$ cat src/rtl/msrv32_lsu_ctrl.sv
// rtl/msrv32_lsu_ctrl.sv - load/store unit bus controller with timeout abort
// Optional feature macro: MSRV32_MISALIGN_TRAP_EN (trap misaligned half/word
// accesses instead of issuing them with the low address bits ignored).
module msrv32_lsu_ctrl #(
  parameter int TIMEOUT_CYCLES = 255
) (
  input  logic        clk_in,
  input  logic        reset_n_in,
  input  logic        start_in,
  input  logic        is_store_in,
  input  logic [31:0] addr_in,
  input  logic [31:0] store_data_in,
  input  logic [1:0]  load_size_in,
  input  logic        load_unsigned_in,
  output logic        dmem_req_out,
  output logic        dmem_we_out,
  output logic [31:0] dmem_addr_out,
  output logic [31:0] dmem_wdata_out,
  output logic [3:0]  dmem_wmask_out,
  input  logic        dmem_gnt_in,
  input  logic        dmem_rvalid_in,
  input  logic [31:0] dmem_rdata_in,
  output logic        stall_out,
  output logic [31:0] load_data_out,
  output logic        load_valid_out,
  output logic        bus_error_out,
  output logic        misaligned_out
);

  typedef enum logic [1:0] {S_IDLE, S_REQ, S_RSP, S_DONE} state_t;

  // Last counter value before abort: REQ+RSP may last TIMEOUT_CYCLES cycles.
  localparam logic [7:0] TO_LAST = 8'(TIMEOUT_CYCLES - 1);

  state_t      state_q, state_d;
  logic        req_q, req_d;
  logic        we_q, we_d;
  logic [31:0] addr_q, addr_d;
  logic [31:0] wdata_q, wdata_d;
  logic [3:0]  wmask_q, wmask_d;
  logic [31:0] load_data_q, load_data_d;
  logic        load_valid_q, load_valid_d;
  logic        bus_error_q, bus_error_d;
  logic        misaligned_q, misaligned_d;
  logic [7:0]  cnt_q, cnt_d;
  logic [1:0]  lane_q, lane_d;
  logic [1:0]  size_q, size_d;
  logic        uns_q, uns_d;

  logic [31:0] st_wdata;
  logic [3:0]  st_wmask;
  logic [31:0] ld_ext;
  logic [7:0]  ld_byte;
  logic [15:0] ld_half;
  logic        misalign;
  logic        timeout;

  // Store lane replication and byte strobes from the incoming operands.
  always_comb begin
    st_wdata = store_data_in;
    st_wmask = 4'b1111;
    case (load_size_in)
      2'b00: begin
        st_wdata = {4{store_data_in[7:0]}};
        st_wmask = 4'b0001 << addr_in[1:0];
      end
      2'b01: begin
        st_wdata = {2{store_data_in[15:0]}};
        st_wmask = 4'b0011 << {addr_in[1], 1'b0};
      end
      default: begin
        st_wdata = store_data_in;
        st_wmask = 4'b1111;
      end
    endcase
  end

`ifdef MSRV32_MISALIGN_TRAP_EN
  assign misalign = ((load_size_in == 2'b01) && addr_in[0]) ||
                    (load_size_in[1] && (addr_in[1:0] != 2'b00));
`else
  assign misalign = 1'b0;
`endif

  // Load lane selection and extension using the operands latched at start.
  always_comb begin
    ld_byte = dmem_rdata_in[7:0];
    case (lane_q)
      2'b00: ld_byte = dmem_rdata_in[7:0];
      2'b01: ld_byte = dmem_rdata_in[15:8];
      2'b10: ld_byte = dmem_rdata_in[23:16];
      default: ld_byte = dmem_rdata_in[31:24];
    endcase
    ld_half = lane_q[1] ? dmem_rdata_in[31:16] : dmem_rdata_in[15:0];
    case (size_q)
      2'b00: ld_ext = uns_q ? {24'd0, ld_byte} : {{24{ld_byte[7]}}, ld_byte};
      2'b01: ld_ext = uns_q ? {16'd0, ld_half} : {{16{ld_half[15]}}, ld_half};
      default: ld_ext = dmem_rdata_in;
    endcase
  end

  assign timeout = (cnt_q == TO_LAST);

  // Next-state, next-output and combinational stall.
  always_comb begin
    state_d      = state_q;
    req_d        = req_q;
    we_d         = we_q;
    addr_d       = addr_q;
    wdata_d      = wdata_q;
    wmask_d      = wmask_q;
    load_data_d  = load_data_q;
    load_valid_d = 1'b0;
    bus_error_d  = 1'b0;
    misaligned_d = 1'b0;
    cnt_d        = cnt_q;
    lane_d       = lane_q;
    size_d       = size_q;
    uns_d        = uns_q;
    stall_out    = 1'b0;
    case (state_q)
      S_IDLE: begin
        stall_out = start_in;
        cnt_d     = 8'd0;
        if (start_in) begin
          we_d    = is_store_in;
          addr_d  = {addr_in[31:2], 2'b00};
          wdata_d = st_wdata;
          wmask_d = st_wmask;
          lane_d  = addr_in[1:0];
          size_d  = load_size_in;
          uns_d   = load_unsigned_in;
          if (misalign) begin
            misaligned_d = 1'b1;
            state_d      = S_DONE;
          end else begin
            req_d   = 1'b1;
            state_d = S_REQ;
          end
        end
      end
      S_REQ: begin
        stall_out = 1'b1;
        cnt_d     = cnt_q + 8'd1;
        if (dmem_gnt_in) begin
          req_d   = 1'b0;
          state_d = we_q ? S_DONE : S_RSP;
        end else if (timeout) begin
          req_d       = 1'b0;
          bus_error_d = 1'b1;
          state_d     = S_DONE;
        end
      end
      S_RSP: begin
        stall_out = 1'b1;
        cnt_d     = cnt_q + 8'd1;
        if (dmem_rvalid_in) begin
          load_data_d  = ld_ext;
          load_valid_d = 1'b1;
          state_d      = S_DONE;
        end else if (timeout) begin
          bus_error_d = 1'b1;
          state_d     = S_DONE;
        end
      end
      default: begin
        state_d = S_IDLE;
      end
    endcase
  end

  // State and registered outputs, cleared asynchronously.
  always_ff @(posedge clk_in or negedge reset_n_in) begin
    if (!reset_n_in) begin
      state_q      <= S_IDLE;
      req_q        <= 1'b0;
      we_q         <= 1'b0;
      addr_q       <= 32'd0;
      wdata_q      <= 32'd0;
      wmask_q      <= 4'd0;
      load_data_q  <= 32'd0;
      load_valid_q <= 1'b0;
      bus_error_q  <= 1'b0;
      misaligned_q <= 1'b0;
      cnt_q        <= 8'd0;
      lane_q       <= 2'd0;
      size_q       <= 2'd0;
      uns_q        <= 1'b0;
    end else begin
      state_q      <= state_d;
      req_q        <= req_d;
      we_q         <= we_d;
      addr_q       <= addr_d;
      wdata_q      <= wdata_d;
      wmask_q      <= wmask_d;
      load_data_q  <= load_data_d;
      load_valid_q <= load_valid_d;
      bus_error_q  <= bus_error_d;
      misaligned_q <= misaligned_d;
      cnt_q        <= cnt_d;
      lane_q       <= lane_d;
      size_q       <= size_d;
      uns_q        <= uns_d;
    end
  end

  assign dmem_req_out   = req_q;
  assign dmem_we_out    = we_q;
  assign dmem_addr_out  = addr_q;
  assign dmem_wdata_out = wdata_q;
  assign dmem_wmask_out = wmask_q;
  assign load_data_out  = load_data_q;
  assign load_valid_out = load_valid_q;
  assign bus_error_out  = bus_error_q;
  assign misaligned_out = misaligned_q;

endmodule

$ cat config.mk
export PLATFORM = sky130hd
export DESIGN_NAME = msrv32_lsu_ctrl
export DESIGN_NICKNAME = d
export VERILOG_FILES = /design/src/rtl/msrv32_lsu_ctrl.sv
export SDC_FILE = /design/constraint.sdc
export NUM_CORES = 1
export LEC_CHECK = 0
export BUFFER_PORTS_ARGS = -buffer_cell sky130_fd_sc_hd__buf_2
export CAP_MARGIN = 20
export CORE_ASPECT_RATIO = 1.4
export CORE_MARGIN = 4
export CORE_UTILIZATION = 46
export CTS_BUF_LIST = sky130_fd_sc_hd__clkbuf_4
export DETAILED_ROUTE_END_ITERATION = 7
export HOLD_SLACK_MARGIN = 0.06
export PLACE_DENSITY = 0.84
export SYNTH_ARGS = -nofsm -noshare
export SYNTH_HDL_FRONTEND = slang
export SYNTH_SLANG_ARGS = --single-unit
$ cat constraint.sdc
create_clock -name clk_in -period 1.8 [get_ports clk_in]
set_clock_uncertainty 0.05 [all_clocks]
set_input_delay 0 -clock clk_in [delete_from_list [all_inputs] [get_ports clk_in]]
set_output_delay 0 -clock clk_in [all_outputs]
set_load 0.01 [all_outputs]
==> results of run 1 <==
timing repair:
item	in CTS	in global routing
hold buffers	123	0
gates resized for setup	2	9
endpoints found under the hold margin	225	0
buffers inserted	2	1
pin swaps	0	2
endpoints found under the setup margin	1	33
worst max path at each step:
stage                              to  slack, ns  cells past startpoint
floorplan           dmem_addr_out[10]       0.01                      6
global placement    load_data_out[22]       0.12                      6
detailed placement  load_data_out[30]       0.02                      6
CTS                 load_data_out[30]      0.001                      6
global route                stall_out      -0.10                      5
finish                      stall_out      0.006                      5
worst max-delay path: cells and delay by family, from the launching register on:
family	cells	cell delay, ns
flops	1	0.42
fa+ha+maj	1	0.42
buf+inv	2	0.25
simple gates	1	0.11
compound gates	1	0.06
sequential cells by signal, summed over array words and instances (netlist names):
register / flops
dmem_wdata_out: 32
size_q: 2
dmem_req_out: 1
dmem_addr_out: 30
load_data_out: 32
lane_q: 2
uns_q: 1
dmem_we_out: 1
load_valid_out: 1
dmem_wmask_out: 4
bus_error_out: 1
cnt_q: 8
state_q: 2
synth_stat cells, drive strengths merged, types with 4 or more instances:
master / number
nand2b: 4
buf: 19
nand2: 57
a21o: 8
nor2b: 9
a22o: 4
mux2: 44
inv: 10
nor2: 39
a21oi: 39
dfrtp: 117
clkbuf: 16
mux2i: 25
a211oi: 13
o21ai: 42
nor3: 4
nand3: 27
a22oi: 7
o2bb2ai: 6
ha: 7
power breakdown:
| part | switching (uW) | internal [uW] |
|---|---|---|
| logic | 3000 | 2550 |
| registers | 782 | 3820 |
| clock network | 947 | 847 |
| total | 4730 | 7220 |
cell families (layout without fill, tap and decap cells):
family	after synthesis	in the layout
AO/OA/AOI/OAI	129	129
XOR/XNOR	1	1
adder cells (fa/ha/maj)	7	7
buffers and inverters	45	397
flip-flops	117	117
multiplexers	70	70
other	1	8
AND/OR/NAND/NOR	152	152
cell usage in the layout (no fill, tap or decap), types with 5 or more instances in the layout:
| master | instances |
|---|---|
| buf_2 | 206 |
| dlygate4sd3_1 | 122 |
| dfrtp_1 | 117 |
| nand2_1 | 54 |
| mux2_2 | 44 |
| o21ai_0 | 42 |
| a21oi_1 | 38 |
| nor2_1 | 38 |
| mux2i_1 | 25 |
| clkbuf_4 | 20 |
| buf_4 | 20 |
| nand3_1 | 17 |
| a211oi_1 | 12 |
| nand3_2 | 10 |
| inv_1 | 9 |
| nor2b_1 | 9 |
| a21o_1 | 8 |
| a22oi_1 | 7 |
| buf_12 | 7 |
| o2bb2ai_1 | 6 |
| diode_2 | 5 |
| ha_1 | 5 |
area by class of cell:
cell class                 instances  share of cell area
timing repair buffer             355               0.301
inverter                          10             0.00445
sequential                       117               0.347
multi-input combinational        362               0.292
antenna                            5             0.00148
clock inverter                    12              0.0134
clock buffer                      20              0.0178
tap                              147              0.0218
through the flow:
step / setup slack, ns / TNS [ns] / area [um^2] / hold slack, ns
after CTS: 0.00141 / 0 / 8370 / 0.121
final: 0.00568 / 0 / 8430 / 0.175
after global placement: 0.116 / 0 / 6840 / -0.0702
after detailed placement: 0.0176 / 0 / 6840 / -0.0618
after global routing: -0.103 / -0.103 / 8430 / 0.172
after floorplan: 0.0144 / 0 / 5560 / -0.346
per-layer routing:
metal  track usage  up-vias  share of wire
li1              -     2539              -
met1         0.280     2653           0.34
met2         0.470      293           0.54
met3        0.0615       72          0.077
met4         0.139        0          0.045
met5             0        -              0
==> results.md, run 1 <==
* Status: completed
* Post-synthesis adder-cell area fraction at 0.0158
* Area leader, netlist: dfrtp_1
* Layout Cells excl Fill at 1028
* CP Data Arrival Time at 1.74 ns
* Multi-input gate area at 2470 um^2
* Critical Path Sink Type: output port
* Starting DRC count in detailed routing at 274
* Die ar. at 13900 um^2
* Most used DFF post-synth: dfrtp_1
* Final hold vios at 0
* Row cnt at 47
* Placed insts at 865
* Detail Placement HPWL at 11400 um
* Largest family of logic cells by synthesized area: compound AO/OA/AOI/OAI gates
* R2R Setup Slk at 0.08 ns
* IO buf count at 207
* HP Class: in -> reg
* Pins Over Slew Limit at 0
* Initial antenna violation count at 2
* GRT overflow at 0
* Mux cell area share after synthesis at 0.139
* Global-route wire length before repair at 28900 um
* Share of layout cells above drive strength 1 at 0.373
* Tot GR Track Use at 0.263
* Worst-path cell chain: inv_1, ha_2, a21oi_1, nor2_1, buf_2
* Cells after synthesis at 522
* Root Driver: clkbuf_4
* Core Region at 11800 um^2
* Die W at 101 um
* Fillers at 781
* Initial Util at 0.470
* Pleak at 0.00413 uW
* Worst-Skew Late Latency at 0.49 ns
* Compound-Gate Fraction of Synth Area at 0.148
* Final ANT Viol Nets at 0
* Residual DRC count at 0
* Part of the cycle the worst path needs at 0.997
* Biggest cell delay along the critical path at 0.42 ns
* Largest net degree at the start of global routing at 49
* Total number of vias at 5557
* Worst hold path depth at 4
* Worst Setup Path Type: reg -> out
* CTS tree: yes
* Fin nets at 975
* EDFF count, synth at 0
* I/O pin total at 211
* Post-synth cell types at 48
* Peak VDD IR at 0.000865 V
* CP Max Fanout at 8
* Synth-to-Final Area Change at 51.8%
* Number of max-cap violations at 0
* Vias in the first global route at 5986
* Post-Syn Area at 5560 um^2
* CTS max path bufs at 2
* Number of synthesized register bits at 117
* WL final at 18300 um
* H-Tree Depth at 4
* Final core occ at 0.713
* Sequential cell area fraction in the yosys report at 0.527
* Total power per unit cell area at 1420 nW/um^2
* Total power at 11900 uW
* RD Place Congestion at 0.871
* Num CTS Buffers at 17
* Worst-path clk slew at 0.09 ns
* Yosys top cell area share at 0.527
* Via density at 5.41
* Fmax at 557 MHz
* Worst Path Required at 1.75 ns
* CP Launch Type: flop
* Synth Area in XOR/XNOR at 0.00158
* Minimum clock period at 1.79 ns
* Simple-gate share of the synthesized area at 0.132
* Hold worst-path end: dmem_wmask_out[0]
* Final setup fails at 0
* YS warnings at 0
* FF+latch area at 2930 um^2
* RSZ-0062 raised after global routing: true
* FF-to-FF Start: state_q[0]
* Routed length per placed instance at 17.8 um
* Die extent in y at 138 um
* Hold_sp: load_size_in[0]
* Pre-antenna DRT Iters at 7
* Post-synth ARST share at 1.00
* Post-Syn Area per Cell at 10.6 um^2
* Synth area leaders: dfrtp_1 (53%), mux2_2 (8.9%), mux2i_1 (4.5%)
* Clock sink total at 117
* Worst path slowest cell: dfrtp_1
* Launch point of the worst path: state_q[1]
* Reg2reg path depth at 7
* End of the worst register-to-register path: load_data_out[20]
Note: power is estimated with default switching activity, not from simulation.
==> inputs of run 2 (changes only) <==
- ABC_AREA: default -> 1
- CORE_UTILIZATION: 46 -> 35
- GPL_TIMING_DRIVEN: default -> 0
- PLACE_DENSITY: 0.84 -> 0.67
==> run 2 against run 1 <==
- clock-buffer cell count is 3 lower
- global-route usage fell by 4.8 points
- area after synthesis increased by 2.5%
- fmax increased by 6.3%
- core utilization decreased by 17 points
- clock power is 2% lower
- final cell count increased by 24%
- sequential share of layout area down 0.60 points
- sequential cell count is the same
- largest cell class unchanged
- largest power group unchanged
==> results.md, run 2 <==
* CP Data Arrival Time at 1.64 ns
* Vias in the first global route at 6353
* Final ANT Viol Nets at 0
* Minimum clock period at 1.69 ns
* Row cnt at 54
* Die ar. at 18400 um^2
* CTS tree: yes
* Final hold vios at 0
* Starting DRC count in detailed routing at 364
* Post-Syn Area per Cell at 7.99 um^2
* Biggest cell delay along the critical path at 0.42 ns
* Synth area leaders: dfrtp_1 (51%), nand2_1 (16%), a21oi_1 (5.5%)
* Number of synthesized register bits at 117
* Root Driver: clkbuf_4
* Die extent in y at 159 um
* Total number of vias at 6185
* Critical Path Sink Type: output port
* Die W at 116 um
* Fin nets at 1178
* Synth-to-Final Area Change at 50.6%
* Setup crit end: stall_out
* Number of max-cap violations at 0
* End of the worst register-to-register path: load_data_out[28]
* Fillers at 1465
* Routed length per placed instance at 15.5 um
* I/O pin total at 211
* Register share of total power at 0.366
* Status: completed
* Switching part of the total power at 0.443
* WL final at 19700 um
* Peak VDD IR at 0.000715 V
* Tot GR Track Use at 0.215
* IO buf count at 206
* P_int at 6860 uW
* Worst slew pin tran at 0.510 ns
* Post-synth ARST share at 1.00
* YS warnings at 0
* EDFF count, synth at 0
* Share of layout cells above drive strength 1 at 0.289
* R2R Setup Slk at 0.12 ns
* Cells after synthesis at 713
* HP Class: in -> reg
* Multi-input gate area at 2420 um^2
* Worst-path cell chain: buf_4, ha_1, a21oi_2, buf_2
* CP Launch Type: flop
* FF+latch area at 2930 um^2
* CTS max path bufs at 2
* Fmax at 592 MHz
* Worst Setup Path Type: reg -> out
* H-Tree Depth at 4
* Final setup fails at 0
* Detail Placement HPWL at 13300 um
* Worst-path clk slew at 0.12 ns
* Post-Syn Area at 5700 um^2
* Pleak at 0.00451 uW
* Worst path slowest cell: dfrtp_1
* Most frequent cells in the layout: nand2_1 (243), buf_2 (214), dlygate4sd3_1 (121)
* Launch point of the worst path: state_q[0]
* Pre-antenna DRT Iters at 7
* Commonest cells in the netlist: nand2_1 (244), dfrtp_1 (117), a21oi_1 (63), inv_1 (52), o21ai_1 (39)
* GRT overflow at 0
* CP bufs+invs at 2
* Net switching power at 5450 uW
* Global-route wire length before repair at 31500 um
* Part of the cycle the worst path needs at 0.938
* Yosys top cell area share at 0.514
* Via density at 4.85
* RD Place Congestion at 0.933
* Critical path depth in cells at 4
* Most used DFF post-synth: dfrtp_1
* Max_slew headroom at 0.660
* Final core occ at 0.543
* CP Max Fanout at 7
* Post-synth cell types at 32
* Comb power frac at 0.491
* Reg2reg path depth at 9
* Clock sink total at 117
* Total power per unit cell area at 1430 nW/um^2
* Worst Path Required at 1.75 ns
* FF-to-FF Start: state_q[0]
* Clock share of power at 0.142
* Initial Util at 0.360
* Sequential cell area fraction in the yosys report at 0.514
* Largest net degree at the start of global routing at 69
* Most common cell in the netlist: nand2_1
* Residual DRC count at 0
* RSZ-0062 raised after global routing: true
* Area leader, netlist: dfrtp_1
* Core Region at 15800 um^2
* Initial antenna violation count at 1
* Most common cell after layout, fill and taps aside: nand2_1
* CP top delay family: flip-flops
* Pins Over Slew Limit at 0
* Fin Setup TNS at 0 ns
* Worst-Skew Late Latency at 0.52 ns
* Num CTS Buffers at 17
* Min Hold Slack at 0.151 ns
run 2: routing by layer:
layer,track usage,vias up,part of all wire
li1,-,2988,-
met1,0.237,2840,0.37
met2,0.369,277,0.50
met3,0.0475,80,0.069
met4,0.126,0,0.053
met5,0,-,0
run 2: power groups by stage:
stage          combinational, uW  sequential, uW  clock, uW
2_1_floorplan               2870            5010          0
3_3_place_gp                5470            4540          0
3_5_place_dp                5590            4540          0
4_1_cts                     5980            4500       1820
5_1_grt                     6730            4660       1940
6_report                    6050            4510       1750
run 2: metrics by stage:
stage,total power [uW],cell area (um^2),setup slack (ns),std cells
5_1_grt,13300,8580,-0.0244,1276
6_report,12300,8580,0.112,1276
4_1_cts,12300,8530,-0.0190,1272
3_3_place_gp,10000,6980,-0.849,1117
2_1_floorplan,7880,5700,0.260,715
3_5_place_dp,10100,7010,-0.139,1118
run 2: timing repair:
action,in CTS,in global routing
endpoints found under the setup margin,84,31
cloned,0,1
endpoints found under the hold margin,225,0
hold buffers,121,0
setup buffers,2,3
pin swaps,0,1
gates resized for setup,13,16
run 2: cell families after synthesis:
group	synth area share
AOI/OAI and AO/OA	0.143
adders and majority gates	0.0154
buffers and inverters	0.0731
DFF	0.514
other	0.000658
and+or+nand+nor	0.254
run 2: worst min-delay path by stage:
stage	startpoint	end	slack (ns)	cells past startpoint
after floorplan	reset_n_in	bus_error_out	-0.35	0
after global placement	addr_in[5]	dmem_addr_out[5]	0.14	3
after detailed placement	reset_n_in	cnt_q[5]	-0.08	1
after CTS	addr_in[19]	dmem_addr_out[19]	0.11	4
after global routing	addr_in[16]	dmem_addr_out[16]	0.12	4
final	addr_in[14]	dmem_addr_out[14]	0.15	4
run 2: worst min-delay path, stage by stage:
cell	delay, ns
dlygate4sd3_1	0.51
buf_2	0.09
nand2_1	0.04
nand2_1	0.04
run 2: area by class of cell:
class                      count  area share
clock buffer                  17      0.0149
buffer                        36      0.0232
multi-input combinational    502       0.282
sequential                   117       0.341
timing repair buffer         333       0.270
clock inverter                15      0.0141
tap                          196      0.0286
inverter                      59      0.0258
antenna                        1    0.000292
==> inputs of run 3 (changes only) <==
- CORE_UTILIZATION: 35 -> 46
- PLACE_DENSITY: 0.67 -> 0.83
==> run 3 against run 2 <==
- the run now ends with negative hold slack left
- fmax decreased by 5.0%
- die area fell by 23%
- worst hold slack got worse by 0.36 ns
- worst setup slack worse by 0.089 ns
- global-route usage up 8.2 points
- via count rose by 5.3%
- non-clock buffer count increased by 10
- critical path depth grew 4
- register-to-register slack lost 0.04 ns
- final cell count decreased by 2.9%
- clock power increased by 17%
- first-iteration DRC count fell by 4.9%
- critical path type is now in -> reg
- critical endpoint is now dmem_wdata_out[24]
- largest cell class unchanged
- largest power group unchanged
==> results.md, run 3 (synthesized netlist as in run 2, its figures left out) <==
* H-Tree Depth at 4
* HP Class: in -> reg
* Row cnt at 47
* Pre-antenna DRT Iters at 7
* Worst-path clk slew at 0.13 ns
* Tot GR Track Use at 0.297
* Fin nets at 1187
* CTS max path bufs at 2
* Critical Path Sink Type: flop
* Detail Placement HPWL at 12400 um
* CP Launch Type: input port
* Die extent in y at 140 um
* Most common cell after layout, fill and taps aside: nand2_1
* Worst-path cell chain: dlygate4sd3_1, buf_2, clkbuf_1, nand3_1, nand2_1, a21oi_1, dlygate4sd3_1, o21ai_1
* Residual DRC count at 0
* IO buf count at 206
* CTS tree: yes
* Initial antenna violation count at 2
* Final hold vios at 4
* Worst slew pin tran at 0.626 ns
* Starting DRC count in detailed routing at 346
* I/O pin total at 211
* CP Data Arrival Time at 2.20 ns
* Crit-path most repeated cell: dlygate4sd3_1
* CP bufs+invs at 4
* Core Region at 12000 um^2
* Peak VDD IR at 0.000874 V
* Worst path slowest cell: dlygate4sd3_1
* Pleak at 0.00458 uW
* WL final at 21000 um
* Violated checks: negative hold slack
* Part of the cycle the worst path needs at 0.987
* GRT overflow at 0
* Initial Util at 0.475
* Synth-to-Final Area Change at 52.8%
* Minimum clock period at 1.78 ns
* Total power at 13000 uW
* Root Driver: clkbuf_4
* Num CTS Buffers at 17
* Largest net degree at the start of global routing at 69
* Fmax at 563 MHz
* Min Hold Slack at -0.207 ns
* RSZ-0062 raised after global routing: true
* Worst Setup Path Type: in -> reg
* Total number of vias at 6513
* Clock sink total at 117
* Die ar. at 14300 um^2
* Routed length per placed instance at 16.9 um
* CP top delay family: buffers and inverters
* Number of max-cap violations at 0
* Status: complete, but fails checks
* Max_slew headroom at 0.583
* Share of layout cells above drive strength 1 at 0.293
* Final setup fails at 0
* Biggest cell delay along the critical path at 0.61 ns
* Total power per unit cell area at 1490 nW/um^2
* Most frequent cells in the layout: nand2_1 (242), buf_2 (214), dlygate4sd3_1 (128)
* Final ANT Viol Nets at 0
* Worst-Skew Late Latency at 0.54 ns
* Via density at 5.26
* Vias in the first global route at 6746
* Global-route wire length before repair at 33000 um
* CP Max Fanout at 10
* RD Place Congestion at 0.910
* Die W at 102 um
* Worst Path Required at 2.22 ns
* Pins Over Slew Limit at 0
==> run 3: cell types whose count changed in the layout (fill, tap and decap cells not counted), sizes merged <==
| cell | delta |
|---|---|
| buf | +6 |
| bufinv | +2 |
| diode | +3 |
| clkbuf | -3 |
| nand2 | -1 |
| clkinvlp | -2 |
| dlygate4sd3 | +7 |
==> run 3: layout make-up <==
cell class	instances	area, um^2
antenna	4	10.0
fill	846	3290
tap	147	184
clock buffer	17	128
sequential	117	2930
clock inverter	15	170
inverter	59	221
multi-input combinational	501	2440
buffer	37	229
timing repair buffer	342	2400
==> run 3: worst reg2reg max path, stage by stage (launching register included) <==
cell and delay, ns:
dfrtp_1 0.40, inv_2 0.07, ha_4 0.18, nand2_8 0.07
buf_4 0.15, clkbuf_1 0.43, nand2_1 0.18, o21ai_0 0.13
==> run 3: metal layers <==
metal / track usage / vias to the layer above / wire, um
met2: 0.493 / 391 / 10500
met5: 0 / - / 0
li1: - / 3017 / -
met3: 0.0831 / 107 / 1710
met4: 0.176 / 0 / 1320
met1: 0.332 / 2998 / 7480
==> run 3: repair_timing <==
action | CTS | global route
endpoints found under the setup margin | 69 | 50
endpoints found under the hold margin | 224 | 5
pin swaps | 2 | 1
resized for setup | 18 | 28
hold buffers | 128 | 1
setup buffers | 7 | 0
==> run 3: worst paths after layout <==
kind / start / to / slack [ns] / cells after the start
setup / recovery: load_size_in[0] / dmem_wdata_out[24] / 0.02 / 8
hold / removal: start_in / state_q[1] / -0.21 / 4
setup reg to reg: state_q[0] / dmem_wdata_out[6] / 0.08 / 7
hold reg to reg: dmem_addr_out[9] / dmem_addr_out[9] / 0.44 / 2
max in group asynchronous: reset_n_in / load_data_out[4] / 0.56 / 4
min in group asynchronous: reset_n_in / dmem_addr_out[26] / 0.43 / 3
==> run 3: where the power goes <==
part	total, uW	internal [uW]	leakage (uW)	switching, uW
sequential	4570	3820	0.00144	757
clock	2050	861	0.000156	1190
combinational	6380	2630	0.00298	3750
==> run 3: through the flow <==
stage	utilization	area, um^2	setup WS, ns	setup TNS [ns]	cells
after floorplan	-	5700	0.260	0	715
after global placement	0.577	6920	-0.751	-87.34	1068
after detailed placement	0.580	6950	-0.0771	-1.32	1069
after CTS	0.721	8640	-0.0285	-0.0285	1236
after global routing	0.725	8700	-0.0155	-0.0155	1237
final	0.726	8710	0.0234	0	1239
